## config.mk

```make
export PLATFORM = sky130hd
export DESIGN_NAME = pr_swap_ctrl
export DESIGN_NICKNAME = d
export VERILOG_FILES = /design/src/rtl/pr_swap_ctrl.sv
export SDC_FILE = /design/constraint.sdc
export NUM_CORES = 1
export LEC_CHECK = 0
export BUFFER_PORTS_ARGS = -buffer_cell sky130_fd_sc_hd__clkbuf_2
export CAP_MARGIN = 25
export CORE_MARGIN = 2
export CORE_UTILIZATION = 55
export CTS_BUF_LIST = sky130_fd_sc_hd__clkbuf_2 sky130_fd_sc_hd__clkbuf_4 sky130_fd_sc_hd__clkbuf_8
export DETAILED_ROUTE_END_ITERATION = 10
export GPL_TIMING_DRIVEN = 0
export HOLD_SLACK_MARGIN = 0.12
export PLACE_DENSITY_LB_ADDON = 0.1
export SYNTH_ARGS = -nofsm -noshare
export SYNTH_HDL_FRONTEND = slang
export SYNTH_SLANG_ARGS = --single-unit
```

## constraint.sdc

```tcl
create_clock -name clk -period 3.6 [get_ports clk]
set_input_delay 0.36 -clock clk [delete_from_list [all_inputs] [get_ports clk]]
set_output_delay 0.36 -clock clk [all_outputs]
set_load 0.02 [all_outputs]
```

## src/rtl/pr_swap_ctrl.sv

```systemverilog
// ---------------------------------------------------------------------------
// pr_swap_ctrl
//
// Sequencer for partial reconfiguration of the `shift` and `count`
// reconfigurable modules (RMs). It sits between the RM outputs and the LED
// pins and drives the RM resets.
//
// A software swap request does the following, in order:
//   1. Freezes the LEDs (decouple).
//   2. Lets the RMs quiesce.
//   3. Pulses the configuration engine and waits for the load to finish.
//   4. Applies a clean RM reset.
//   5. Recouples the RM outputs and acknowledges.
// A load error or a load timeout parks the block in FAULT until a new
// request retries the load.
//
// Ports
//   clk, rst          : clock; synchronous active-high reset
//   swap_req          : swap request (rising edge is the request)
//   swap_ack          : one-cycle pulse on successful completion
//   swap_err          : high while in FAULT
//   busy              : high in every state except IDLE
//   state[2:0]        : current state encoding, for debug
//   pr_start          : one-cycle pulse to the configuration engine
//   pr_done, pr_error : load status from the configuration engine
//   rm_resetn         : active-low reset to both RMs
//   decouple          : high while RM outputs are isolated from the LEDs
//   rm_shift_in[3:0]  : `shift` RM data
//   rm_count_in[3:0]  : `count` RM data
//   shift_out[3:0]    : LEDs[3:0]
//   count_out[3:0]    : LEDs[7:4]
// ---------------------------------------------------------------------------
module pr_swap_ctrl #(
  parameter int unsigned QUIESCE_CYC = 16,
  parameter int unsigned RST_CYC     = 8,
  parameter int unsigned TIMEOUT_CYC = 1000000
) (
  input  logic       clk,
  input  logic       rst,
  input  logic       swap_req,
  output logic       swap_ack,
  output logic       swap_err,
  output logic       busy,
  output logic [2:0] state,
  output logic       pr_start,
  input  logic       pr_done,
  input  logic       pr_error,
  output logic       rm_resetn,
  output logic       decouple,
  input  logic [3:0] rm_shift_in,
  input  logic [3:0] rm_count_in,
  output logic [3:0] shift_out,
  output logic [3:0] count_out
);

  typedef enum logic [2:0] {
    ST_IDLE    = 3'd0,
    ST_QUIESCE = 3'd1,
    ST_LOAD    = 3'd2,
    ST_RESET   = 3'd3,
    ST_RELEASE = 3'd4,
    ST_FAULT   = 3'd5
  } state_t;

  // One shared counter serves QUIESCE, LOAD and RESET. It is sized for the
  // largest of the three limits.
  localparam int unsigned CNT_M1  = (QUIESCE_CYC > RST_CYC) ? QUIESCE_CYC : RST_CYC;
  localparam int unsigned CNT_MAX = (CNT_M1 > TIMEOUT_CYC) ? CNT_M1 : TIMEOUT_CYC;
  localparam int unsigned CNT_W   = $clog2(CNT_MAX + 1);

  localparam logic [CNT_W-1:0] CNT_ONE     = CNT_W'(1);
  localparam logic [CNT_W-1:0] QUIESCE_LIM = CNT_W'(QUIESCE_CYC);
  localparam logic [CNT_W-1:0] RST_LIM     = CNT_W'(RST_CYC);
  localparam logic [CNT_W-1:0] TIMEOUT_LIM = CNT_W'(TIMEOUT_CYC);

  state_t           state_q,     state_d;
  logic [CNT_W-1:0] cnt_q,       cnt_d;
  logic             req_prev_q,  req_prev_d;
  logic             swap_ack_q,  swap_ack_d;
  logic             swap_err_q,  swap_err_d;
  logic             busy_q,      busy_d;
  logic             pr_start_q,  pr_start_d;
  logic             rm_resetn_q, rm_resetn_d;
  logic             decouple_q,  decouple_d;
  logic [3:0]       shift_out_q, shift_out_d;
  logic [3:0]       count_out_q, count_out_d;

  logic req_edge;

  // The edge-detect register resets to 1. A swap_req that is held high
  // through reset therefore does not count as a request.
  assign req_edge = swap_req & ~req_prev_q;

  // Next-state logic.
  // - Every counted state enters with the counter at 1 and leaves once the
  //   counter reaches its limit. The ">=" comparison still lets the FSM
  //   progress if the counter ever holds an out-of-range value.
  // - Every output is the registered image of the next state, so the
  //   outputs change on the same edge as the state does.
  always_comb begin
    state_d     = state_q;
    cnt_d       = cnt_q;
    req_prev_d  = swap_req;
    shift_out_d = shift_out_q;
    count_out_d = count_out_q;

    unique case (state_q)
      ST_IDLE: begin
        if (req_edge) begin
          state_d = ST_QUIESCE;
          cnt_d   = CNT_ONE;
        end
      end
      ST_QUIESCE: begin
        if (cnt_q >= QUIESCE_LIM) begin
          state_d = ST_LOAD;
          cnt_d   = CNT_ONE;
        end else begin
          cnt_d = cnt_q + CNT_ONE;
        end
      end
      ST_LOAD: begin
        // An error wins over a simultaneous done.
        if (pr_error) begin
          state_d = ST_FAULT;
        end else if (pr_done) begin
          state_d = ST_RESET;
          cnt_d   = CNT_ONE;
        end else if (cnt_q >= TIMEOUT_LIM) begin
          state_d = ST_FAULT;
        end else begin
          cnt_d = cnt_q + CNT_ONE;
        end
      end
      ST_RESET: begin
        if (cnt_q >= RST_LIM) begin
          state_d = ST_RELEASE;
        end else begin
          cnt_d = cnt_q + CNT_ONE;
        end
      end
      ST_RELEASE: begin
        state_d = ST_IDLE;
      end
      ST_FAULT: begin
        // A request in FAULT retries the load directly.
        if (req_edge) begin
          state_d = ST_LOAD;
          cnt_d   = CNT_ONE;
        end
      end
      default: begin
        state_d = ST_FAULT;
      end
    endcase

    // The LEDs follow the RMs only while coupled (IDLE). Otherwise they keep
    // the value registered on the last IDLE cycle.
    if (state_q == ST_IDLE) begin
      shift_out_d = rm_shift_in;
      count_out_d = rm_count_in;
    end

    busy_d      = (state_d != ST_IDLE);
    decouple_d  = (state_d != ST_IDLE);
    rm_resetn_d = (state_d == ST_IDLE) || (state_d == ST_QUIESCE) ||
                  (state_d == ST_RELEASE);
    swap_err_d  = (state_d == ST_FAULT);
    pr_start_d  = (state_d == ST_LOAD) && (state_q != ST_LOAD);
    swap_ack_d  = (state_d == ST_IDLE) && (state_q == ST_RELEASE);
  end

  // State and output registers. Reset holds the RMs in reset and forces the
  // LEDs dark.
  always_ff @(posedge clk) begin
    if (rst) begin
      state_q     <= ST_IDLE;
      cnt_q       <= '0;
      req_prev_q  <= 1'b1;
      swap_ack_q  <= 1'b0;
      swap_err_q  <= 1'b0;
      busy_q      <= 1'b0;
      pr_start_q  <= 1'b0;
      rm_resetn_q <= 1'b0;
      decouple_q  <= 1'b0;
      shift_out_q <= 4'h0;
      count_out_q <= 4'h0;
    end else begin
      state_q     <= state_d;
      cnt_q       <= cnt_d;
      req_prev_q  <= req_prev_d;
      swap_ack_q  <= swap_ack_d;
      swap_err_q  <= swap_err_d;
      busy_q      <= busy_d;
      pr_start_q  <= pr_start_d;
      rm_resetn_q <= rm_resetn_d;
      decouple_q  <= decouple_d;
      shift_out_q <= shift_out_d;
      count_out_q <= count_out_d;
    end
  end

  assign state     = state_q;
  assign swap_ack  = swap_ack_q;
  assign swap_err  = swap_err_q;
  assign busy      = busy_q;
  assign pr_start  = pr_start_q;
  assign rm_resetn = rm_resetn_q;
  assign decouple  = decouple_q;
  assign shift_out = shift_out_q;
  assign count_out = count_out_q;

endmodule

```

# Yosys cells after proc, flatten, opt, wreduce, memory -nomap -nowiden
# Cells that the tools add are included.
# classes
reduce_logical	10
add_sub_neg	1
eq_ne	14
order_cmp	3
bitwise_logic	2
mux	15
# ops
op	n
20-bit two-way mux	6
20-bit case mux with 4 select lines	1
3-bit two-way mux	7
20-bit by 1-bit adder with 20-bit output (second input constant)	1
20-bit greater-or-equal comparator (second input constant)	1
20-bit by 4-bit greater-or-equal comparator with 1-bit output (second input constant)	1
20-bit by 5-bit greater-or-equal comparator with 1-bit output (second input constant)	1
3-bit case mux with 6 select lines	1
3-bit == test (second input constant)	4
3-bit by 2-bit == test with 1-bit output (second input constant)	3
3-bit by 1-bit == test with 1-bit output (second input constant)	2
3-bit zero test	2
5-bit AND reduction	1
2-bit != test (second input constant)	2
4-bit nonzero test	1
3-bit by 2-bit != test with 1-bit output (second input constant)	1
3-bit != test (second input constant)	1
3-bit nonzero test	1
1-bit logical AND	2
1-bit logical OR	2
2-bit by 1-bit != test with 1-bit output (second input constant)	1
2-bit OR reduction	1
1-bit AND	1
1-bit inverter	1
# word_totals
elab_cells	55
output_inout_bits	17
regBits	37
input_bits	13

# Longest topological paths before layout
# Gate-level depths: netlist of the first run.
# logic_depth
word_depth	8
mapped_depth	10
mapped_depth_nobuf	8

# Worst setup path after synthesis of the first run
# Ideal clock, no wire load.
# synth_path
path_kind	reg2reg
from	reg cnt_q[4]
to	reg cnt_q[2]
setup_slack_ns	1.230
arrival_time_ns	2.313
stages_incl_launch_ff	10
path_buffers	2
required_ns	3.543
period_less_slack_ns	2.370
setup_ns	0.057
cell_sequence	dfxtp_1 > buf_6 > or4_4 > nor3_4 > a32oi_4 > or2_1 > clkbuf_2 > or3_4 > nor3b_2 > a21o_1
# synth_between
elab_chain_len	3
elab_cells_between_ends	8
classes_between	3 x order compare; 2 x eq/ne; 2 x mux; 1 x reduce/logical
# synth_rtl
element	line	rtl
start, declared	77	logic [CNT_W-1:0] cnt_q, cnt_d;
start signal, assigned	190	cnt_q <= cnt_d;
20-bit greater-or-equal comparator, or another cell as far along	129	end else if (cnt_q >= TIMEOUT_LIM) begin
3-bit != test (no source line), or another cell as far along	-	
5-bit AND reduction (no source line) / 20-bit case mux with 4 select lines (equally long branches)	-	
# Parallel ways exist; a longest one is shown, timed or not.
# A chain may end at the register's enable or synchronous reset.

# Final worst setup path of the first run
# layout_path
from	reg cnt_q[6]
to	reg cnt_q[11]
# layout_between
elab_chain_len	5
elab_cells_between_ends	13
classes_between	1 x add/sub; 3 x order compare; 2 x eq/ne; 6 x mux; 1 x reduce/logical
# layout_rtl
element	line	rtl
20-bit by 1-bit adder with 20-bit output	119, 132, 139	
20-bit two-way mux	129	
20-bit two-way mux	126	end else if (pr_done) begin
20-bit two-way mux	124	if (pr_error) begin
20-bit case mux with 4 select lines	107	unique case (state_q)
# Parallel ways exist; a longest one is shown, timed or not. The select of a mux whose other input is x is not followed.

==> metrics.yaml, run 1 <==
run_status: "finished clean"
clk-insertion-delay-late_ns: 0.36
hold_path.class: "in2reg"
first_global_vias: 1629
final.setup_skew_ns: 0.0159
drt_first_pass_iters: 4
timing_max_transition_violations_final: 0
drt-wirelength-per-cell_microns: 13.5
timing.rr.end: "cnt_q[11]"
grt.overflow.total: 0
rsz0062_at_grt: "no"
required_ns: 3.83
leak_pwr_nw: 0.931
final.fill_count: 312
post-dp-hpwl_microns: 3160
worst_hold_path.endpoint: "req_prev_q"
crit_arrival_ns: 2.94
die_outline_area_sq_um: 3960
floorplan.io_pins: 30
initial_utilization: 0.573
drt-initial-drc-count: 108
clock.fmax_ghz: 0.369
synth_area_per_cell_sq_um: 8.34
grt_antenna_before_repair: 0
placement_rows: 21
min_delay_path_depth: 2
numClockSinks: 37
die_w_microns: 62.9
clock_tree_from_tritoncts: "done"
drt-total-wl_microns: 4240
die_h_microns: 62.9
numCtsBuffers: 5
detail_route_antenna_nets: 0
hold_viol_final: 0
cts.htree.levels: 2
critical_path.max_fanout: 10
yosys.cell_types.count: 50
place_area_sq_um: 2120
share_of_layout_cells_above_drive_strength_1: 0.202
maximum_number_of_pins_on_one_net_before_global_route_repair: 13
flop2flop_setup_slack_ns: 0.89
critPathMaxStageDelay_ns: 0.57
irDropWorstVdd_v: 0.000257
drt-vias-per-instance: 5.63
slowest_stage: "or4_4"
wire_length_of_the_first_global_routing_pass_microns: 7420
cp_cell_sequence: "or4_4 -> o211a_1 -> and4_1 -> or2_1 -> buf_2 -> nor2_2 -> a21o_1 -> nor2_1"
gr-usage-all-layers: 0.233
drc: 0
fin_hold_ws_ns: 0.199
num_vias: 1763
ys.warnings.count: 0
share_of_flip_flops_with_an_asynchronous_set_or_reset_after_synthesis: 0
critical_path.reg2reg.startpoint: "cnt_q[6]"
final_critical_path_setup_slack_ns: 0.890
cts.reportedPaths.clkPinSlew_ns: 0.12
port_buffers: 29
post_synthesis_cell_count: 229
fin_total_pwr_uw: 818
setup_viol: 0
timing.slew.headroom: 0.564
synth_largest_type_area_fraction: 0.388
cp-start-kind: "flip-flop"
min-delay-start: "swap_req"
ffs_latches_synth: 37
cap_viol_max_count: 0
final_min_period_over_clock_period: 0.753
finish.net_count: 281
detailedPlace.worstSlack_ns: 0.948
clock_tree.root_cell: "clkbuf_4"
worst-slew-pin-transition_ns: 0.648
layout-area-overhead-vs-synth_pct: 15.7
synth.yosys.seq_area_share: 0.388
ctsHoldBuffers: 0
path_class: "reg2reg"
critical_path.endpoint_type: "flip-flop"
synth_largest_area_cell: "dfxtp_1"
insertedDiodeCount: 0
gpl.final_weighted_congestion: 0.809
synth.top_cells.by_count: "dfxtp_1, nor2_1, a21oi_1, nand2_1, nor3_1"
yosys.cell_count.top_type: "dfxtp_1"
design_area_sq_um: 2210
postCtsSetupRepairBufs: 0
post_cts_resized: 0
cts-root-to-sink-buffers: 2
final.setup.tns_ns: 0
period_needed_ns: 2.71
netlist_area_sq_um: 1910
synthesis.nets: 244
reg2reg_depth: 8
ys.flop_type: "dfxtp_1"
synth.top_cells.by_area: "dfxtp_1, nor2_1, mux2i_1"
pwr_density_cell_nw_per_um2: 370
synth_enable_flop_cells: 0
area_of_the_placeable_core_sq_um: 3340
==> worst max-delay path: cells and delay by family (launching register included) <==
| kind | cells | cell delay, ns |
|---|---|---|
| AND/OR/NAND/NOR | 5 | 1.40 |
| buffers and inverters | 1 | 0.19 |
| flip-flops | 1 | 0.38 |
| AO/OA/AOI/OAI | 2 | 0.60 |
==> layer usage <==
| metal | routed length [microns] | part of all wire | global-route usage |
|---|---|---|---|
| met5 | 0 | 0 | 0 |
| met4 | 21 | 0.0050 | 0.0750 |
| met3 | 195 | 0.046 | 0.0613 |
| met2 | 2020 | 0.48 | 0.379 |
| met1 | 2000 | 0.47 | 0.299 |
==> through the flow <==
stage,cells,utilization
2_1_floorplan,229,-
3_3_place_gp,304,0.633
3_5_place_dp,305,0.636
4_1_cts,313,0.662
5_1_grt,313,0.662
6_report,313,0.662
==> worst max path at each step <==
stage / start / end / slack, ns
after floorplan: cnt_q[4] / cnt_q[2] / 1.23
after global placement: cnt_q[6] / cnt_q[9] / 0.95
after detailed placement: cnt_q[6] / cnt_q[11] / 0.95
after CTS: cnt_q[6] / cnt_q[11] / 0.91
after global routing: cnt_q[6] / cnt_q[18] / 0.73
final: cnt_q[6] / cnt_q[11] / 0.89
==> logic make-up (layout without fill, tap and decap cells) <==
| family | after synthesis | in the layout | synth area share |
|---|---|---|---|
| and+or+nand+nor | 110 | 110 | 0.318 |
| AOI/OAI and AO/OA | 47 | 47 | 0.164 |
| DFF | 37 | 37 | 0.388 |
| buffers and inverters | 18 | 56 | 0.0432 |
| muxes | 8 | 8 | 0.0419 |
| xor gates and xnor gates | 7 | 7 | 0.0321 |
| adders and majority gates | 2 | 2 | 0.0131 |
==> cell usage in the layout (no fill, tap or decap), types with 2 or more instances in the layout <==
master / Yosys / layout
dfxtp_1: 37 / 37
nor2_1: 30 / 30
clkbuf_2: 1 / 30
nand2_1: 15 / 15
a21oi_1: 15 / 15
nor3_1: 11 / 11
o21ai_0: 10 / 10
nand3_1: 10 / 10
clkbuf_1: 8 / 8
mux2i_1: 8 / 8
xnor2_1: 7 / 7
a21o_1: 6 / 6
inv_1: 5 / 5
and3_1: 5 / 5
nor4_1: 5 / 5
clkbuf_4: 0 / 5
nand2b_1: 4 / 4
nor2b_1: 4 / 4
o22ai_1: 4 / 4
and2_1: 3 / 3
a211oi_1: 3 / 3
or4_4: 2 / 2
buf_2: 2 / 2
or2_1: 2 / 2
a31oi_1: 2 / 2
nand3b_1: 2 / 2
nand4b_1: 2 / 2
nand4_1: 2 / 2
ha_1: 2 / 2
buf_4: 1 / 2
==> area by class of cell <==
class | count | area (sq um) | area share
Clock inverter | 2 | 37.5 | 0.0170
Sequential cell | 37 | 741 | 0.335
Buffer | 13 | 63.8 | 0.0289
Tap cell | 46 | 57.6 | 0.0260
Inverter | 5 | 18.8 | 0.00849
Timing Repair Buffer | 30 | 153 | 0.0691
Multi-Input combinational cell | 174 | 1090 | 0.492
Clock buffer | 6 | 51.3 | 0.0232
==> power breakdown <==
group          leakage [nW]  switching (mW)  internal, mW
clock                0.0445           0.145         0.165
sequential            0.301         0.00531         0.419
combinational         0.586          0.0512        0.0324
==> sequential cells by signal, summed over array words and instances, names as in the netlist <==
signal      count
cnt_q          20
count_out       4
shift_out       4
state           3
decouple        1
pr_start        1
req_prev_q      1
rm_resetn       1
swap_ack        1
swap_err        1
No activity file was read; power rests on OpenSTA's default activity.
==> inputs of run 2 (changes only) <==
- clock period: 3.6 -> 2.5 ns (I/O delays scaled with it)
==> run 2 against run 1 <==
Sequential power rose by 44%. Flip-flop and latch count did not move. First-iteration DRC count rose by 32%. Global-route usage rose by 0.24 points. Register-to-register slack got worse by 0.85 ns. Largest power group unchanged. Routed wire length rose by 9.5%. Clock skew rose by 0.00076 ns. Final area rose by 7.2%. Combinational power rose by 66%.
==> metrics.yaml, run 2 (synthesis gave the netlist of run 1 again) <==
cts-root-to-sink-buffers: 2  # unchanged
p_int_uw: 898  # +46%
period_needed_ns: 2.46  # -0.252 ns
run_status: "finished clean"
critical_path.endpoint_type: "flip-flop"
first_global_vias: 1644  # +0.92%
critical_path.reg2reg.startpoint: "cnt_q[11]"
mostFrequentLayoutCells: "dfxtp_1, nor2_1, clkbuf_2"
numClockSinks: 37  # unchanged
drt-initial-drc-count: 143  # +32%
timing_max_transition_violations_final: 0  # unchanged
critical_path.max_fanout: 5  # -5
grt.overflow.total: 0  # unchanged
largest-register: "cnt_q"
finalNonFillerCells: 323  # +3.2%
leak_pwr_nw: 0.997  # +7.1%
final_critical_path_setup_slack_ns: 0.0426  # -0.848 ns
rsz0062_at_grt: "yes"
path_class: "reg2reg"
post-dp-hpwl_microns: 3160  # unchanged
detail_route_antenna_nets: 0  # unchanged
timing.rr.end: "swap_err"
groute.layer.met1.usage: 0.303  # +0.00373
layout-area-overhead-vs-synth_pct: 24.0
final_min_period_over_clock_period: 0.983  # +0.230
maximum_number_of_pins_on_one_net_before_global_route_repair: 13  # unchanged
area_of_the_placeable_core_sq_um: 3340  # unchanged
die_w_microns: 62.9  # unchanged
share_of_layout_cells_above_drive_strength_1: 0.282  # +0.0793
placed_cells_incl_taps: 305  # unchanged
min_delay_path_depth: 3  # +1
min-delay-start: "rm_shift_in[2]"
irDropWorstVdd_v: 0.000367  # +43%
initial_utilization: 0.573  # unchanged
worst-slew-pin-transition_ns: 0.655  # +0.00765 ns
reg2reg_depth: 8  # unchanged
clk-insertion-delay-late_ns: 0.36  # about the same
power_frac_comb: 0.116  # +0.014
wire_length_of_the_first_global_routing_pass_microns: 7460  # +0.55%
gr-usage-all-layers: 0.235  # +0.00238
worst_hold_path.endpoint: "shift_out[2]"
final_common_cell: "dfxtp_1"
cap_viol_max_count: 0  # unchanged
grt_util_met2: 0.383  # +0.00399
hold_viol_final: 0  # unchanged
placement_rows: 21  # unchanged
netSwitchingFraction: 0.249  # +0.00322
setup_viol: 0  # unchanged
timing.slew.headroom: 0.559  # -0.00515
clock.fmax_ghz: 0.407  # +10%
cts.reportedPaths.clkPinSlew_ns: 0.12  # about the same
die_outline_area_sq_um: 3960  # unchanged
hold_path.class: "in2reg"
drt-vias-per-instance: 5.67  # +0.64%
final.fill_count: 284  # -9.0%
grt_use_met3: 0.0613  # unchanged
power.clock.fraction: 0.374  # -0.005
grt_antenna_before_repair: 0  # unchanged
gr_busiest_metal: "met2"
gpl.final_weighted_congestion: 0.809  # unchanged
clock_tree_from_tritoncts: "done"
cp-start-kind: "flip-flop"
floorplan.io_pins: 30  # unchanged
crit_arrival_ns: 2.72  # -0.22 ns
detailedPlace.worstSlack_ns: -0.152  # -1.10 ns
drt-wirelength-per-cell_microns: 14.4  # +6.1%
insertedDiodeCount: 0  # unchanged
p_sw_uw: 298  # +48%
drc: 0  # unchanged
num_vias: 1831  # +3.9%
seq_power_share: 0.510  # -0.009
die_h_microns: 62.9  # unchanged
cts.htree.levels: 2  # unchanged
finish.net_count: 291  # +3.6%
pwr_density_cell_nw_per_um2: 505  # +36%
port_buffers: 29  # unchanged
required_ns: 2.77  # -1.06 ns
clock_tree.root_cell: "clkbuf_4"
drt-total-wl_microns: 4640  # +9.5%
flop2flop_setup_slack_ns: 0.04  # -0.85 ns
final.setup_skew_ns: 0.0166  # +0.000763 ns
drt_first_pass_iters: 4  # unchanged
largest_register_ffs: 20  # unchanged
numCtsBuffers: 5  # unchanged
==> run 2: power by group through the flow <==
stage          clock (mW)  sequential, mW  combinational (mW)
2_1_floorplan           0           0.638              0.0667
3_3_place_gp            0           0.624               0.118
3_5_place_dp            0           0.625               0.121
4_1_cts             0.456           0.610               0.128
5_1_grt             0.481           0.612               0.151
6_report            0.447           0.610               0.139
==> run 2: metrics by stage <==
stage,hold WS [ns],power (mW),utilization,cell area (sq um),setup TNS (ns)
after floorplan,0.357,0.705,-,1910,0
after global placement,0.456,0.742,0.633,2110,-1.79
after detailed placement,0.459,0.745,0.636,2120,-1.93
after CTS,0.120,1.19,0.674,2250,0
after global routing,0.121,1.24,0.710,2370,-0.238
final,0.129,1.20,0.710,2370,0
==> run 2: worst max path at each step <==
stage,startpoint,to,depth (start not counted)
after CTS,cnt_q[6],cnt_q[2],8
final,cnt_q[11],swap_err,8
after detailed placement,cnt_q[6],cnt_q[11],8
after floorplan,cnt_q[4],cnt_q[2],9
after global routing,cnt_q[11],cnt_q[18],8
after global placement,cnt_q[6],cnt_q[9],8
==> run 2: critical path, cell delays in order, from the launching register on <==
cell     delay [ns]
dfxtp_2        0.35
or4_4          0.54
o211a_1        0.26
buf_4          0.14
a21o_1         0.18
a311o_1        0.39
a21oi_1        0.25
nor2_1         0.10
and3b_1        0.18
==> run 2: what timing repair did <==
action                                  CTS  global route
hold buffers                              1             0
endpoints found under the setup margin   19            23
cloned                                    0             3
hold endpoints to repair                  1             0
gates resized for setup                  10            17
pin swaps                                 5            14
setup buffers                             1             7
==> run 2: metal layers <==
metal	wire (microns)	part of all wire
met4	70	0.015
met5	0	0
met1	2080	0.45
met2	2210	0.48
met3	278	0.060
==> run 2: layout make-up <==
class,count,area (sq um),share of cell area
Clock inverter,2,37.5,0.0158
Inverter,5,18.8,0.00792
Timing Repair Buffer,41,243,0.102
Clock buffer,6,51.3,0.0216
Multi-Input combinational cell,175,1150,0.485
Sequential cell,37,749,0.316
Tap cell,46,57.6,0.0243
Buffer,11,63.8,0.0269
==> inputs of run 3 (changes only) <==
- GPL_TIMING_DRIVEN: 0 -> 1
==> run 3 against run 2 <==
Via count is 1.5% lower. Power is 6.4% higher. Final cell count is 0.93% lower. Register-to-register slack better by 0.08 ns. Clock skew is 0.0080 ns lower. Critical endpoint is now cnt_q[2]. Largest power group unchanged.
==> metrics.yaml, run 3 (synthesis gave the netlist of run 1 again) <==
run_status: "finished clean"
maximum_number_of_pins_on_one_net_before_global_route_repair: 31  # +18
grt_antenna_before_repair: 0  # unchanged
power_frac_comb: 0.098  # -0.018
fin_hold_ws_ns: 0.130  # +0.000495 ns
timing.slew.headroom: 0.735  # +0.176
mostFrequentLayoutCells: "dfxtp_1, nor2_1, clkbuf_2"
finish.net_count: 288  # -1.0%
final_common_cell: "dfxtp_1"
seqCellArea_sq_um: 741  # -1.2%
leak_pwr_nw: 1.01  # +1.5%
drt-wirelength-per-cell_microns: 13.7  # -4.3%
postCtsSetupRepairBufs: 0  # -1
area_of_the_placeable_core_sq_um: 3340  # unchanged
final_min_period_over_clock_period: 0.950  # -0.0333
cts-root-to-sink-buffers: 2  # unchanged
place_area_sq_um: 2170  # +2.3%
multiInputGateArea_sq_um: 1090  # -5.1%
critical_path.endpoint_type: "flip-flop"
design_area_sq_um: 2330  # -1.7%
die_h_microns: 62.9  # unchanged
drc: 0  # unchanged
insertedDiodeCount: 0  # unchanged
path_class: "reg2reg"
flop2flop_setup_slack_ns: 0.13  # +0.08 ns
post-dp-hpwl_microns: 3140  # -0.82%
cts.htree.levels: 2  # unchanged
drt_first_pass_iters: 4  # unchanged
final.fill_count: 295  # +3.9%
final.setup.tns_ns: 0  # unchanged
fin_util: 0.698  # -0.0124
netSwitchingFraction: 0.237  # -0.0124
clock_tree_from_tritoncts: "done"
cts.reportedPaths.clkPinSlew_ns: 0.12  # about the same
wire_length_of_the_first_global_routing_pass_microns: 7370  # -1.2%
layout-area-overhead-vs-synth_pct: 21.9
p_sw_uw: 301  # +1.1%
cp-start-kind: "flip-flop"
share_of_layout_cells_above_drive_strength_1: 0.237  # -0.0444
gr-usage-all-layers: 0.236  # +0.000471
hold_path.class: "in2reg"
numClockSinks: 37  # unchanged
largest-register: "cnt_q"
drt-vias-per-instance: 5.63  # -0.61%
cap_viol_max_count: 0  # unchanged
critical_path.max_fanout: 10  # +5
gpl.final_weighted_congestion: 0.863  # +6.6%
first_global_vias: 1647  # +0.18%
required_ns: 2.81  # +0.04 ns
p_int_uw: 971  # +8.2%
timing_max_transition_violations_final: 0  # unchanged
drt-initial-drc-count: 84  # -41%
pwr_density_cell_nw_per_um2: 547  # +8.3%
largest_register_ffs: 20  # unchanged
clk-insertion-delay-late_ns: 0.36  # about the same
port_buffers: 29  # unchanged
period_needed_ns: 2.37  # -0.0834 ns
seq_power_share: 0.482  # -0.028
detail_route_antenna_nets: 0  # unchanged
final.setup_skew_ns: 0.00861  # -0.00801 ns
placement_rows: 21  # unchanged
numCtsBuffers: 5  # unchanged
drt-total-wl_microns: 4400  # -5.2%
floorplan.io_pins: 30  # unchanged
irDropWorstVdd_v: 0.000390  # +6.2%
die_w_microns: 62.9  # unchanged
clock_tree.root_cell: "clkbuf_4"
hold_viol_final: 0  # unchanged
num_vias: 1803  # -1.5%
crit_arrival_ns: 2.68  # -0.04 ns
initial_utilization: 0.573  # unchanged
grt.overflow.total: 0  # unchanged
clock.fmax_ghz: 0.421  # +3.5%
worst-slew-pin-transition_ns: 0.397  # -0.258 ns
die_outline_area_sq_um: 3960  # unchanged
power.clock.fraction: 0.420  # +0.046
detailedPlace.worstSlack_ns: 0.0232  # +0.176 ns
final_critical_path_setup_slack_ns: 0.126  # +0.0834 ns
rsz0062_at_grt: "no"
setup_viol: 0  # unchanged
run 3: layout make-up:
| cell class | count | area share |
|---|---|---|
| inverters | 5 | 0.00806 |
| well taps | 46 | 0.0247 |
| flip-flops and latches | 37 | 0.318 |
| clock buffers | 5 | 0.0161 |
| clock inverters | 3 | 0.0296 |
| multi-input cells | 174 | 0.468 |
| repair buffers | 50 | 0.135 |
run 3: path summary, 6_finish.rpt:
kind / from / endpoint / cells after the start
worst max-delay path: cnt_q[6] / cnt_q[2] / 7
worst min-delay path: rm_shift_in[2] / shift_out[2] / 3
worst max register to register: cnt_q[6] / cnt_q[2] / 7
worst min register to register: cnt_q[1] / cnt_q[1] / 2
run 3: per-stage QoR:
step,std cells,power (mW)
global route,320,1.31
finish,320,1.27
floorplan,229,0.705
CTS,320,1.27
global placement,307,0.742
detailed placement,307,0.743
run 3: timing repair:
action	in CTS	in global routing
resized for setup	0	2
hold buffers	5	0
endpoints found under the hold margin	5	0
endpoints found under the setup margin	0	10
run 3: metal layers:
metal,vias to the layer above,share of wire,track usage
met1,841,0.44,0.293
met4,0,0.027,0.0917
met2,53,0.48,0.391
met3,10,0.054,0.0577
met5,-,0,0
li1,899,-,-
run 3: critical path: stages (launching register included):
cell and delay, ns:
dfxtp_1 0.33, or4_4 0.55, o211a_1 0.24, and4_1 0.21, or2_4 0.28, or3_4 0.42, nor3b_2 0.19, a21o_1 0.09
run 3: power by group through the flow:
| stage | sequential, mW | clock (mW) | combinational, mW |
|---|---|---|---|
| after global routing | 0.616 | 0.560 | 0.136 |
| after floorplan | 0.638 | 0 | 0.0667 |
| after detailed placement | 0.627 | 0 | 0.116 |
| final | 0.614 | 0.535 | 0.124 |
| after CTS | 0.614 | 0.538 | 0.123 |
| after global placement | 0.626 | 0 | 0.115 |
